File: src/rtl/rf_wport_arbiter.sv
// rf_wport_arbiter: shares the single register-file write port between the
// pipeline WB stage and a multi-cycle unit. Multi-cycle results are queued in
// an in-order FIFO. A one-cycle FORCE state drains the FIFO head when it has
// been starved too long, or when the FIFO is full while WB keeps writing.
module rf_wport_arbiter #(
  parameter int DEPTH        = 4,
  parameter int STARVE_LIMIT = 8,
  parameter int DATA_W       = 32
) (
  input  logic              Clk,
  input  logic              Rst,
  input  logic              wb_valid,
  input  logic [1:0]        wb_regdst,
  input  logic [4:0]        wb_rt,
  input  logic [4:0]        wb_rd,
  input  logic [DATA_W-1:0] wb_data,
  input  logic              mc_valid,
  output logic              mc_ready,
  input  logic [4:0]        mc_addr,
  input  logic [DATA_W-1:0] mc_data,
  output logic              stall_o,
  input  logic [4:0]        chk_addr,
  output logic              chk_hit,
  output logic              rf_we,
  output logic [4:0]        rf_waddr,
  output logic [DATA_W-1:0] rf_wdata
);

  localparam int PTR_W = $clog2(DEPTH);
  localparam int CNT_W = $clog2(DEPTH + 1);
  localparam int SC_W  = $clog2(STARVE_LIMIT + 1);
  localparam logic [CNT_W-1:0] DEPTH_C  = CNT_W'(DEPTH);
  localparam logic [SC_W-1:0]  SC_MAX_C = SC_W'(STARVE_LIMIT - 1);

  typedef enum logic {ST_NORMAL = 1'b0, ST_FORCE = 1'b1} state_t;

  state_t              state_q, state_d;
  logic [PTR_W-1:0]    rd_ptr_q, rd_ptr_d, wr_ptr_q, wr_ptr_d;
  logic [CNT_W-1:0]    count_q, count_d;
  logic [SC_W-1:0]     starve_q, starve_d;
  logic [4:0]          fifo_addr_q [DEPTH];
  logic [DATA_W-1:0]   fifo_data_q [DEPTH];
  logic                rf_we_q, rf_we_d;
  logic [4:0]          rf_waddr_q, rf_waddr_d;
  logic [DATA_W-1:0]   rf_wdata_q, rf_wdata_d;

  logic                fifo_empty, fifo_full, push, pop, grant, head_denied;
  logic [4:0]          wb_dest, grant_addr;
  logic [DATA_W-1:0]   grant_data;
  logic [PTR_W-1:0]    chk_idx;

  assign fifo_empty = (count_q == {CNT_W{1'b0}});
  assign fifo_full  = (count_q == DEPTH_C);
  assign mc_ready   = ~fifo_full;
  assign push       = mc_valid & ~fifo_full;
  assign stall_o    = (state_q == ST_FORCE);
  assign rf_we      = rf_we_q;
  assign rf_waddr   = rf_waddr_q;
  assign rf_wdata   = rf_wdata_q;

  // Decode the WB destination register from its RegDst code.
  always_comb begin
    wb_dest = 5'd0;
    case (wb_regdst)
      2'd0:    wb_dest = wb_rt;
      2'd1:    wb_dest = wb_rd;
      default: wb_dest = 5'd31;
    endcase
  end

  // Pick this cycle's port owner: WB first in NORMAL, FIFO head in FORCE.
  always_comb begin
    pop        = 1'b0;
    grant      = 1'b0;
    grant_addr = 5'd0;
    grant_data = {DATA_W{1'b0}};
    case (state_q)
      ST_NORMAL: begin
        if (wb_valid) begin
          grant      = 1'b1;
          grant_addr = wb_dest;
          grant_data = wb_data;
        end else if (!fifo_empty) begin
          pop        = 1'b1;
          grant      = 1'b1;
          grant_addr = fifo_addr_q[rd_ptr_q];
          grant_data = fifo_data_q[rd_ptr_q];
        end else begin
          grant      = 1'b0;
        end
      end
      ST_FORCE: begin
        if (!fifo_empty) begin
          pop        = 1'b1;
          grant      = 1'b1;
          grant_addr = fifo_addr_q[rd_ptr_q];
          grant_data = fifo_data_q[rd_ptr_q];
        end else begin
          grant      = 1'b0;
        end
      end
      default: begin
        grant = 1'b0;
      end
    endcase
    head_denied = ~fifo_empty & ~pop;
  end

  // FIFO pointer and occupancy next-state; simultaneous push/pop keeps count.
  always_comb begin
    wr_ptr_d = push ? (wr_ptr_q + PTR_W'(1)) : wr_ptr_q;
    rd_ptr_d = pop  ? (rd_ptr_q + PTR_W'(1)) : rd_ptr_q;
    count_d  = count_q;
    case ({push, pop})
      2'b10:   count_d = count_q + CNT_W'(1);
      2'b01:   count_d = count_q - CNT_W'(1);
      default: count_d = count_q;
    endcase
  end

  // Arbitration FSM next-state and saturating starvation counter.
  always_comb begin
    state_d  = state_q;
    starve_d = starve_q;
    case (state_q)
      ST_NORMAL: begin
        if (((starve_q == SC_MAX_C) && head_denied) || (fifo_full && wb_valid)) begin
          state_d = ST_FORCE;
        end else begin
          state_d = ST_NORMAL;
        end
      end
      ST_FORCE: state_d = ST_NORMAL;
      default:  state_d = ST_NORMAL;
    endcase
    if (pop || fifo_empty) begin
      starve_d = {SC_W{1'b0}};
    end else if (starve_q != SC_MAX_C) begin
      starve_d = starve_q + SC_W'(1);
    end else begin
      starve_d = starve_q;
    end
  end

  // Write-port output next-state; $0 writes are consumed but never enabled.
  always_comb begin
    rf_we_d    = grant && (grant_addr != 5'd0);
    rf_waddr_d = rf_waddr_q;
    rf_wdata_d = rf_wdata_q;
    if (grant) begin
      rf_waddr_d = grant_addr;
      rf_wdata_d = grant_data;
    end else begin
      rf_waddr_d = rf_waddr_q;
      rf_wdata_d = rf_wdata_q;
    end
  end

  // Hazard query: match chk_addr against occupied FIFO slots only.
  always_comb begin
    chk_hit = 1'b0;
    chk_idx = rd_ptr_q;
    for (int i = 0; i < DEPTH; i++) begin
      chk_idx = rd_ptr_q + PTR_W'(i);
      if ((count_q > CNT_W'(i)) && (chk_addr != 5'd0) &&
          (fifo_addr_q[chk_idx] == chk_addr)) begin
        chk_hit = 1'b1;
      end else begin
        chk_hit = chk_hit;
      end
    end
  end

  // Control and output registers with synchronous reset.
  always_ff @(posedge Clk) begin
    if (Rst) begin
      state_q    <= ST_NORMAL;
      rd_ptr_q   <= {PTR_W{1'b0}};
      wr_ptr_q   <= {PTR_W{1'b0}};
      count_q    <= {CNT_W{1'b0}};
      starve_q   <= {SC_W{1'b0}};
      rf_we_q    <= 1'b0;
      rf_waddr_q <= 5'd0;
      rf_wdata_q <= {DATA_W{1'b0}};
    end else begin
      state_q    <= state_d;
      rd_ptr_q   <= rd_ptr_d;
      wr_ptr_q   <= wr_ptr_d;
      count_q    <= count_d;
      starve_q   <= starve_d;
      rf_we_q    <= rf_we_d;
      rf_waddr_q <= rf_waddr_d;
      rf_wdata_q <= rf_wdata_d;
    end
  end

  // FIFO storage; contents are only meaningful under count_q, so no reset.
  always_ff @(posedge Clk) begin
    if (push) begin
      fifo_addr_q[wr_ptr_q] <= mc_addr;
      fifo_data_q[wr_ptr_q] <= mc_data;
    end
  end

endmodule

File: config.mk
export PLATFORM = sky130hd
export DESIGN_NAME = rf_wport_arbiter
export DESIGN_NICKNAME = d
export VERILOG_FILES = /design/src/rtl/rf_wport_arbiter.sv
export SDC_FILE = /design/constraint.sdc
export NUM_CORES = 1
export LEC_CHECK = 0
export CORE_MARGIN = 3
export CORE_UTILIZATION = 60
export CTS_BUF_LIST = sky130_fd_sc_hd__clkbuf_8
export CTS_CLUSTER_SIZE = 28
export DETAILED_ROUTE_END_ITERATION = 16
export PLACE_DENSITY = 0.88
export SLEW_MARGIN = 20
export SYNTH_ARGS = -nofsm -noshare
export SYNTH_HDL_FRONTEND = slang
export SYNTH_SLANG_ARGS = --single-unit
File: constraint.sdc
create_clock -name Clk -period 5.5 [get_ports Clk]
set_input_delay 1.1 -clock Clk [delete_from_list [all_inputs] [get_ports Clk]]
set_output_delay 1.1 -clock Clk [all_outputs]
set_load 0.005 [all_outputs]
==> flow_metrics.tcl, run 1 <==
set metrics [dict create \
    outcome "finished clean" \
    first_pass_iters 5 \
    worst-slew-pin-transition_ns 1.04 \
    hpwlAfterDp_um 11000 \
    synthCells 524 \
    clock_path_buffers 2 \
    clock_latency_ns 0.46 \
    ys.flop_type "edfxtp_1" \
    port_buffers 130 \
    grt_pass1_wl_um 27600 \
    first_iter_violations 263 \
    rsz0062_at_grt "no" \
    grt_pass1_vias 5305 \
    dp.cells 800 \
    maxCapViolCount 0 \
    synth_seq_cells 200 \
    synth.net_count 626 \
    viasPerCell 5.90 \
    final_cell_mix "148 x edfxtp_1, 129 x clkdlybuf4s50_1, 50 x dfxtp_1, 48 x mux4_2, 47 x nor2_1" \
    ant_nets 0 \
    start_kind "flop" \
    fin_skew_ns 0.0139 \
    wire_per_inst_um 20.3 \
    cts_htree_levels 4 \
    final_common_cell "edfxtp_1" \
    cts-resized-gates 0 \
    final_util_pct 75.6 \
    path_class "reg2out" \
    clockRootBuffer "clkbuf_8" \
    vias 4908 \
    post-route-period-util_pct 80.8 \
    final_cell_count_no_fill 832 \
    tns_ns 0 \
    rows 42 \
    gp_congestion 0.878 \
    reg2reg_depth 11 \
    antenna_found_initial 0 \
    hold_path_class "reg2reg" \
    relSlewSlack_pct 30.7 \
    cts_tree "built" \
    peakVddDrop_mv 0.296 \
    min_to "rf_waddr[2]" \
    die_area_um2 15500 \
    r2r_end "count_q[2]" \
    fin_crit_ns 4.44 \
    core_area_um2 13500 \
    drc 0 \
    io-pin-count 131 \
    synth_cell_types 35 \
    placed_cell_area_um2 9830 \
    final_cell_area_um2 10200 \
    die_w_um 124 \
    syn-mean-instance-area_um2 16.1 \
    setup_viol 0 \
    async_reset_ff_share_pct 0 \
    end_kind "output port" \
    path_clk_slew_ns 0.10 \
    slew_viol_final 0 \
    post_cts_buffers 0 \
    diodes 0 \
    yosysSeqAreaShare_pct 65.1 \
    numCtsBuffers 17 \
    crit_fanout 22 \
    drt_wl_total_um 16900 \
    cts_hold_buffers 0 \
    r2r_slack_ns 2.78 \
    required_ns 4.40 \
    r2r_start "count_q[0]" \
    die_h_um 124 \
    grt_start_max_net_pins 70 \
    syn_area_um2 8420 \
    powerDensity_nw_per_um2 401 \
    synth_warnings 0 \
    synth_edf_count 148 \
    cp.arrival_ns 3.34 \
    p_leak_nw 3.45 \
    drive_gt1_share_pct 14.3 \
    cts_num_sinks 200 \
    track_usage_pct 22.8 \
    area_delta_synth_final_pct 21.2 \
    initial_core_util_pct 62.4 \
    grt_overflow 0 \
    timing.fmax_mhz 225 \
    worstHoldPathCells 2 \
    final_hold_viol_count 0 \
    nets 745 \
    hold_path_startpoint "rf_waddr[2]" \
    whs_ns 0.467 \
]
[where the power goes]
part | switching (W) | leakage, nW | internal (W)
combinational | 0.000588 | 1.45 | 0.000689
sequential | 0.000154 | 1.79 | 0.00181
clock | 0.000460 | 0.209 | 0.000399
[area by class of cell]
| type | instances | area [µm²] |
|---|---|---|
| Clock buffer | 21 | 289 |
| Multi-Input combinational cell | 284 | 2770 |
| Timing Repair Buffer | 134 | 1330 |
| Sequential cell | 200 | 5490 |
| Tap cell | 176 | 220 |
| Fill cell | 794 | 3300 |
| Clock inverter | 11 | 83.8 |
| Inverter | 6 | 22.5 |
[registers in the layout, summed over array words and instances (netlist names), named ones only]
| name | count |
|---|---|
| rf_wdata | 32 |
| fifo_addr_q | 20 |
| rf_waddr | 5 |
| wr_ptr_q | 2 |
| count_q | 3 |
| fifo_data_q | 128 |
| rd_ptr_q | 2 |
| starve_q | 4 |
| rf_we | 1 |
| stall_o | 1 |
[logic make-up (layout without fill, tap and decap cells)]
family | after synthesis | in the layout | share of synthesized area (%)
buffers and inverters | 40 | 172 | 2.05
adders and majority gates | 12 | 12 | 1.78
DFF | 200 | 200 | 65.1
AOI/OAI and AO/OA | 59 | 59 | 4.78
muxes | 92 | 92 | 18.3
xor gates and xnor gates | 29 | 29 | 3.02
and+or+nand+nor | 92 | 92 | 4.92
[per-stage QoR]
step	worst slack, ns	power (W)
CTS	0.954	0.00413
detailed placement	1.32	0.00328
global placement	1.40	0.00322
floorplan	2.31	0.00286
finish	1.06	0.00410
global route	0.859	0.00431
[cell usage after synthesis, drive strengths merged, types with 8 or more instances]
cell type / number / share of area [%]
nand2: 15 / 0.67
edfxtp: 148 / 53
a211oi: 36 / 3.2
nor2: 47 / 2.1
xor2: 15 / 1.6
xnor2: 14 / 1.5
o21ai: 8 / 0.48
mux4: 49 / 13
ha: 12 / 1.8
a21oi: 8 / 0.48
mux2i: 39 / 4.6
buf: 15 / 0.94
dfxtp: 52 / 12
clkbuf: 19 / 0.85
[worst max path at each step]
stage                          to  depth (start not counted)        start  slack, ns
final                     chk_hit                          6         flop       1.06
after global routing      chk_hit                          6         flop       0.86
after floorplan           chk_hit                          6  chk_addr[2]       2.31
after detailed placement  chk_hit                          7  chk_addr[2]       1.32
after CTS                 chk_hit                          6         flop       0.95
after global placement    chk_hit                          6  chk_addr[4]       1.40
[worst max-delay path, cell delays in order, from the launching register on]
cell and delay [ns]:
dfxtp_2 0.87, mux4_1 0.69, xnor2_1 0.16, nand2_1 0.08, or4_1 0.47, nand4_1 0.11
clkdlybuf4s50_1 0.50
[routing by layer]
metal | track usage, % | vias up | part of all wire [%]
met1 | 28.3 | 2427 | 41
met5 | 0 | - | 0
met4 | 8.45 | 0 | 1.9
li1 | - | 2268 | -
met2 | 38.6 | 186 | 50
met3 | 6.43 | 27 | 7.0
No activity file was read; power rests on OpenSTA's default activity.
==> inputs of run 2 (changes only) <==
- CORE_UTILIZATION: 60 -> 50
- PLACE_DENSITY: 0.88 -> 0.78
- clock period: 5.5 -> 3.9 ns (I/O delays scaled with it)
==> flow_metrics.tcl, run 2 (synthesized netlist as in run 1, its figures left out) <==
set metrics [dict create \
    top_register "fifo_data_q" \
    port_buffers 130 \
    die_w_um 136 \
    final_common_cell "edfxtp_1" \
    viasPerCell 5.59 \
    path_class "reg2out" \
    power_w 0.00583 \
    die_area_um2 18400 \
    required_ns 3.12 \
    hpwlAfterDp_um 11600 \
    numCtsBuffers 17 \
    first_pass_iters 5 \
    relSlewSlack_pct 35.3 \
    first_iter_violations 374 \
    area_delta_synth_final_pct 22.5 \
    rsz0062_at_grt "no" \
    slew_viol_final 0 \
    path_clk_slew_ns 0.09 \
    maxCapViolCount 0 \
    crit_chain "mux4_1 > xnor2_1 > nand2_1 > or4_1 > nand4_1 > clkdlybuf4s50_1" \
    grt_start_max_net_pins 58 \
    antenna_found_initial 1 \
    clock_latency_ns 0.45 \
    drc 0 \
    largest_register_ffs 128 \
    final_cell_area_um2 10300 \
    post-route-period-util_pct 94.0 \
    worst-path-buf-inv 1 \
    gp_congestion 0.844 \
    cts_hold_buffers 0 \
    core_area_um2 16200 \
    track_usage_pct 19.2 \
    die_h_um 136 \
    vias 4910 \
    place_ws_ns 0.360 \
    start_kind "flop" \
    setup_viol 0 \
    worst-slew-pin-transition_ns 0.970 \
    io-pin-count 131 \
    wire_per_inst_um 19.3 \
    nets 751 \
    final_hold_viol_count 0 \
    cp_top_family "simple AND/OR/NAND/NOR gates" \
    initial_core_util_pct 52.1 \
    fin_skew_ns 0.0108 \
    clockRootBuffer "clkbuf_8" \
    rows 46 \
    cp.arrival_ns 2.88 \
    worst_slack_ns 0.236 \
    hold_path_class "reg2reg" \
    grt_overflow 0 \
    outcome "finished clean" \
    drt_wl_total_um 17000 \
    grt_pass1_wl_um 26700 \
    tns_ns 0 \
    end_kind "output port" \
    placed_cell_area_um2 9930 \
    cts_htree_levels 4 \
    p_leak_nw 3.47 \
    cts_num_sinks 200 \
    drive_gt1_share_pct 15.4 \
    peakVddDrop_mv 0.352 \
    powerDensity_nw_per_um2 565 \
    max_stage_delay_ns 0.63 \
    cp_slowest_cell "mux4_1" \
    crit_fanout 11 \
    post_cts_buffers 0 \
    ant_nets 0 \
    final_cell_mix "148 x edfxtp_1, 129 x clkdlybuf4s50_1, 48 x mux4_2, 48 x dfxtp_1, 47 x nor2_1" \
    fin_crit_ns 3.66 \
    cts_tree "built" \
    clock_path_buffers 2 \
    grt_pass1_vias 5118 \
    timing.fmax_mhz 273 \
]
## run 2: cell types whose count changed in the layout (fill, tap and decap cells not counted), sizes merged
cell / change
clkinv: -3
clkinvlp: +5
buf: +6
diode: +1
bufinv: +1
clkbuf: -3
## run 2: final cells by class
type | instances | area [µm²]
Antenna cell | 1 | 2.50
Clock buffer | 18 | 248
Clock inverter | 14 | 136
Fill cell | 1140 | 5860
Inverter | 6 | 22.5
Multi-Input combinational cell | 284 | 2770
Sequential cell | 200 | 5490
Tap cell | 216 | 270
Timing Repair Buffer | 140 | 1370
## run 2: worst paths after layout
check,to,start,slack (ns),cells past startpoint
max,chk_hit,flop,0.24,6
min,rf_waddr[2],rf_waddr[2],0.48,2
max reg2reg,count_q[2],count_q[0],1.19,9
min reg2reg,rf_waddr[2],rf_waddr[2],0.48,2
## run 2: routing by layer
metal / track usage [%] / vias to the layer above / routed length, µm
li1: - / 2293 / -
met1: 24.8 / 2434 / 7440
met2: 31.8 / 162 / 8180
met3: 5.24 / 21 / 1100
met4: 6.49 / 0 / 274
met5: 0 / - / 0
## run 2: timing repair
action | in CTS | in global routing
endpoints found under the setup margin | 0 | 1
endpoints found under the hold margin | 0 | 0
resized for setup | 0 | 3
## run 2: report_power, final
part | internal [W] | switching (W)
Combinational | 0.000982 | 0.000878
Clock | 0.000578 | 0.000673
Sequential | 0.00255 | 0.000170
## run 2: through the flow
| stage | hold WS, ns | instances | util (%) |
|---|---|---|---|
| 2_1_floorplan | 0.453 | 524 | - |
| 3_3_place_gp | 0.453 | 846 | 61.4 |
| 3_5_place_dp | 0.464 | 846 | 61.4 |
| 4_1_cts | 0.477 | 878 | 63.7 |
| 5_1_grt | 0.510 | 878 | 63.8 |
| 6_report | 0.476 | 879 | 63.8 |
## run 2: worst reg2reg max path, cell delays in order (launching register included)
cell	delay, ns
dfxtp_1	0.43
inv_1	0.13
ha_1	0.26
nand2b_2	0.11
buf_4	0.57
nand2_1	0.20
inv_1	0.24
ha_1	0.33
o21ai_0	0.18
a21oi_1	0.10
==> inputs of run 3 (changes only) <==
- CORE_ASPECT_RATIO: not set -> 2
==> flow_metrics.tcl, run 3 (synthesized netlist as in run 1, its figures left out) <==
set metrics [dict create \
    outcome "finished clean" \
    path_class "reg2out" \
    wire_per_inst_um 20.5 \
    end_kind "output port" \
    worst-slew-pin-transition_ns 0.984 \
    largest_register_ffs 128 \
    final_common_cell "edfxtp_1" \
    top_register "fifo_data_q" \
    clock_latency_ns 0.45 \
    fin_crit_ns 3.73 \
    clock_path_buffers 2 \
    clockRootBuffer "clkbuf_8" \
    worst-path-buf-inv 1 \
    relSlewSlack_pct 34.4 \
    start_kind "flop" \
    hold_path_class "reg2reg" \
    cts_tree "built" \
    peakVddDrop_mv 0.441 \
    area_delta_synth_final_pct 22.5 \
    grt_overflow 0 \
    gp_congestion 0.905 \
    drt_wl_total_um 17800 \
    fillCellCount 1203 \
    drive_gt1_share_pct 15.9 \
    slew_viol_final 0 \
    vias 4926 \
    post_cts_buffers 0 \
    track_usage_pct 19.9 \
    placed_cell_area_um2 9910 \
    setup_viol 0 \
    viasPerCell 5.68 \
    timing.fmax_mhz 268 \
    ant_nets 0 \
    cts_num_sinks 200 \
    first_iter_violations 233 \
    powerDensity_nw_per_um2 570 \
    die_w_um 97.8 \
    drc 0 \
    rsz0062_at_grt "no" \
    tns_ns 0 \
    path_clk_slew_ns 0.10 \
    antenna_found_initial 1 \
    final_hold_viol_count 0 \
    port_buffers 130 \
    nets 751 \
    die_h_um 190 \
    grt_pass1_wl_um 28200 \
    io-pin-count 131 \
    grt_start_max_net_pins 56 \
    grt_pass1_vias 5404 \
    die_area_um2 18500 \
    rows 66 \
    post-route-period-util_pct 95.7 \
    cp.arrival_ns 2.95 \
    fin_skew_ns 0.0151 \
    final_cell_mix "148 x edfxtp_1, 129 x clkdlybuf4s50_1, 48 x mux4_2, 48 x dfxtp_1, 47 x nor2_1" \
    p_leak_nw 3.48 \
    cts_htree_levels 4 \
    cp_top_family "simple AND/OR/NAND/NOR gates" \
    place_ws_ns 0.335 \
    first_pass_iters 5 \
    hpwlAfterDp_um 12400 \
    core_area_um2 16400 \
    crit_fanout 12 \
    numCtsBuffers 17 \
    crit_chain "mux4_1 > xnor2_1 > nand2_1 > or4_1 > nand4_1 > clkdlybuf4s50_1" \
    max_stage_delay_ns 0.63 \
    maxCapViolCount 0 \
    final_cell_area_um2 10300 \
    required_ns 3.12 \
    worst_slack_ns 0.167 \
    cp_slowest_cell "mux4_1" \
    whs_ns 0.473 \
    initial_core_util_pct 51.2 \
]
[run 3: cell types whose count changed in the layout (fill, tap and decap cells not counted), sizes merged]
cell,change
clkinvlp,-5
inv,+5
bufinv,-1
clkbuf,+1
[run 3: per-layer routing]
layer / up-vias / part of all wire, % / global-route usage (%) / wire length [µm]
met5: - / 0 / 0 / 0
met4: 0 / 4.3 / 11.0 / 767
met3: 49 / 3.3 / 3.38 / 596
met2: 141 / 57 / 38.3 / 10200
met1: 2443 / 35 / 19.8 / 6270
li1: 2293 / - / - / -
[run 3: what timing repair did]
item | CTS | global route
setup endpoints to repair | 1 | 1
cloned | 0 | 0
gates resized for setup | 1 | 2
hold buffers | 0 | 0
[run 3: layout make-up]
cell class,count,area (µm²),area share [%]
diodes,1,2.50,0.0243
clock buffers,19,262,2.54
clock inverters,13,134,1.30
inverters,6,22.5,0.218
multi-input cells,284,2770,26.9
flip-flops and latches,200,5490,53.3
well taps,204,255,2.47
repair buffers,140,1370,13.3
[run 3: stage by stage]
step / utilization, % / cells / power (W)
floorplan: - / 524 / 0.00403
global placement: 60.3 / 834 / 0.00460
detailed placement: 60.3 / 834 / 0.00466
CTS: 62.7 / 866 / 0.00595
global route: 62.8 / 867 / 0.00619
finish: 62.8 / 867 / 0.00588
[run 3: worst min-delay path, stage by stage (launching register included)]
cell and delay, ns:
dfxtp_1 0.33, nand2_1 0.05, a21oi_1 0.05
[run 3: path summary, 6_finish.rpt]
| kind | startpoint | endpoint | slack (ns) | cells past startpoint |
|---|---|---|---|---|
| setup / recovery | flop | chk_hit | 0.17 | 6 |
| hold reg to reg | rf_waddr[2] | rf_waddr[2] | 0.47 | 2 |
| hold / removal | rf_waddr[2] | rf_waddr[2] | 0.47 | 2 |
| setup reg to reg | count_q[0] | count_q[2] | 1.23 | 9 |
[run 3: power by group]
part	switching, W	total (W)	internal (W)
Combinational	0.000886	0.00187	0.000982
Sequential	0.000174	0.00272	0.00255
Clock	0.000729	0.00129	0.000562
==> RTL edit (flow settings as in run 3) <==
Set the parameter `DATA_W` to 48 (it was 32).
--- a/src/rtl/rf_wport_arbiter.sv
+++ b/src/rtl/rf_wport_arbiter.sv
@@ -6,5 +6,5 @@
   parameter int DEPTH        = 4,
   parameter int STARVE_LIMIT = 8,
-  parameter int DATA_W       = 32
+  parameter int DATA_W       = 48
 ) (
   input  logic              Clk,
Interface: changed (resized mc_data, rf_wdata and wb_data); port bits go from 131 to 179. The function was not compared with the original's and may differ.
==> RTL edit against run 3 <==
Count of clock-buffer cells in the layout rose by 24. Critical endpoint unchanged. Synthesized area grew 35%. Cell count grew 41%. Worst setup slack worse by 0.0012 ns. Routed wire length increased by 39%. Design area grew 38%. Sequential power is 39% higher. Sequential cell count up 80. Total power rose by 44%.
==> RTL edit: results (changes against run 3) <==
[run_status]
status = complete, no violations

[power_and_ir_drop]
internal-power_mw = 5.972  ; +46%
leakage_nw = 4.806  ; +38%
powerDensity_nw_per_um2 = 592.0  ; +3.8%
ir_drop_mv = 0.5303  ; +20%
pwr-share-comb_pct = 28.2  ; -3.6 points
clock_power_mw = 2.29  ; +78%

[route]
dr_wl_met3_mm = 1.321  ; +120%
drtPass1Iterations = 4  ; -1
wirelength_mm = 24.81  ; +39%
drt-initial-drc-count = 410  ; +76%
vias = 6819  ; +38%
wl_met1_mm = 8.719  ; +39%

[place]
dpl_cell_area_sq_um = 13460  ; +36%
post-place-ws_ns = 0.1995  ; -0.1357 ns
place_congestion = 0.8234  ; -9.0%
hpwlAfterDp_mm = 16.32  ; +32%
dp_cells = 1149  ; +38%
portBuffers = 178  ; +37%

[layout]
stdcell_count = 1221  ; +41%
fin_nets = 1048  ; +40%
seq-cell-share_pct = 54.21  ; +0.95 points
layout-drive-gt1-share_pct = 15.68  ; -0.18 points
seq_cells = 280  ; +40%
num-nonclk-buffers = 196  ; +40%
multiInputGateArea_sq_um = 3425  ; +23%
final_cell_area_sq_um = 14270  ; +38%
largest_register_ffs = 192  ; +50%
comb.multi_input.count = 391  ; +38%
clockBufferCount = 43  ; +24

[yosys]
syn_inst = 729  ; +39%
synth-edff-count = 212  ; +43%
netlist_top_cells_count = edfxtp_1, nand2_1, dfxtp_1
ys_seq_area_share_pct = 67.90  ; +2.8 points
synth_cell_type_count = 36  ; +2.9%
synthTopCellsByArea = edfxtp_1, dfxtp_1, mux4_2, a311oi_1, nand2_1
syn_nets = 863  ; +38%

[setup_path]
worst-r2r-cell-count = 8  ; -1
r2r_slack_ns = 1.38  ; +0.15 ns
crit_fanout = 11  ; -1

[global_routing]
grt_pass1_wl_mm = 38.74  ; +37%
grt_pass1_vias = 7354  ; +36%
grtUsageTotal_pct = 20.17  ; +0.24 points
grt_use_met1_pct = 21.87  ; +2.0 points
met2_usage_pct = 37.93  ; -0.33 points

[timing]
worstMarginPinSlew_ns = 0.9672  ; -0.01639 ns
fin_crit_ns = 3.734  ; +0.001233 ns
fin_hold_ws_ns = 0.4567  ; -0.01602 ns

[clock_network]
clock_latency_ns = 0.54  ; +0.09 ns
cts_max_level = 2  ; -2
numCtsBuffers = 39  ; +22
cts_max_path_buffers = 3  ; +1
path_clk_slew_ns = 0.06  ; -0.04 ns

[min_path]
whs_endpoint = rf_waddr[3]
min_from = rf_waddr[3]

[floorplanning]
rows = 77  ; +17%

[RTL edit: cell types whose count changed after synthesis, moves of 5 or more]
cell | run 3 | this run
nor2_1 | 47 | 67
mux4_2 | 48 | 60
mux4_1 | 1 | 6
a311oi_1 | 0 | 48
mux2i_1 | 39 | 10
a21oi_1 | 8 | 19
dfxtp_1 | 52 | 68
o21ai_0 | 8 | 2
nand2_1 | 15 | 102
a211oi_1 | 36 | 2
clkbuf_1 | 19 | 34
edfxtp_1 | 148 | 212
[RTL edit: kinds of logic after synthesis]
| logic type | count (synthesis) | share of synthesized area (%) |
|---|---|---|
| AO/OA/AOI/OAI | 76 | 5.079 |
| adder cells (fa/ha/maj) | 12 | 1.319 |
| flip-flops | 280 | 67.90 |
| AND/OR/NAND/NOR | 199 | 7.201 |
| XOR/XNOR | 28 | 2.155 |
| multiplexers | 76 | 14.14 |
| buffers and inverters | 58 | 2.210 |
[RTL edit: repair_timing]
item,4_1_cts,5_1_grt
pin swaps,0,0
endpoints found under the setup margin,1,1
resized for setup,1,1
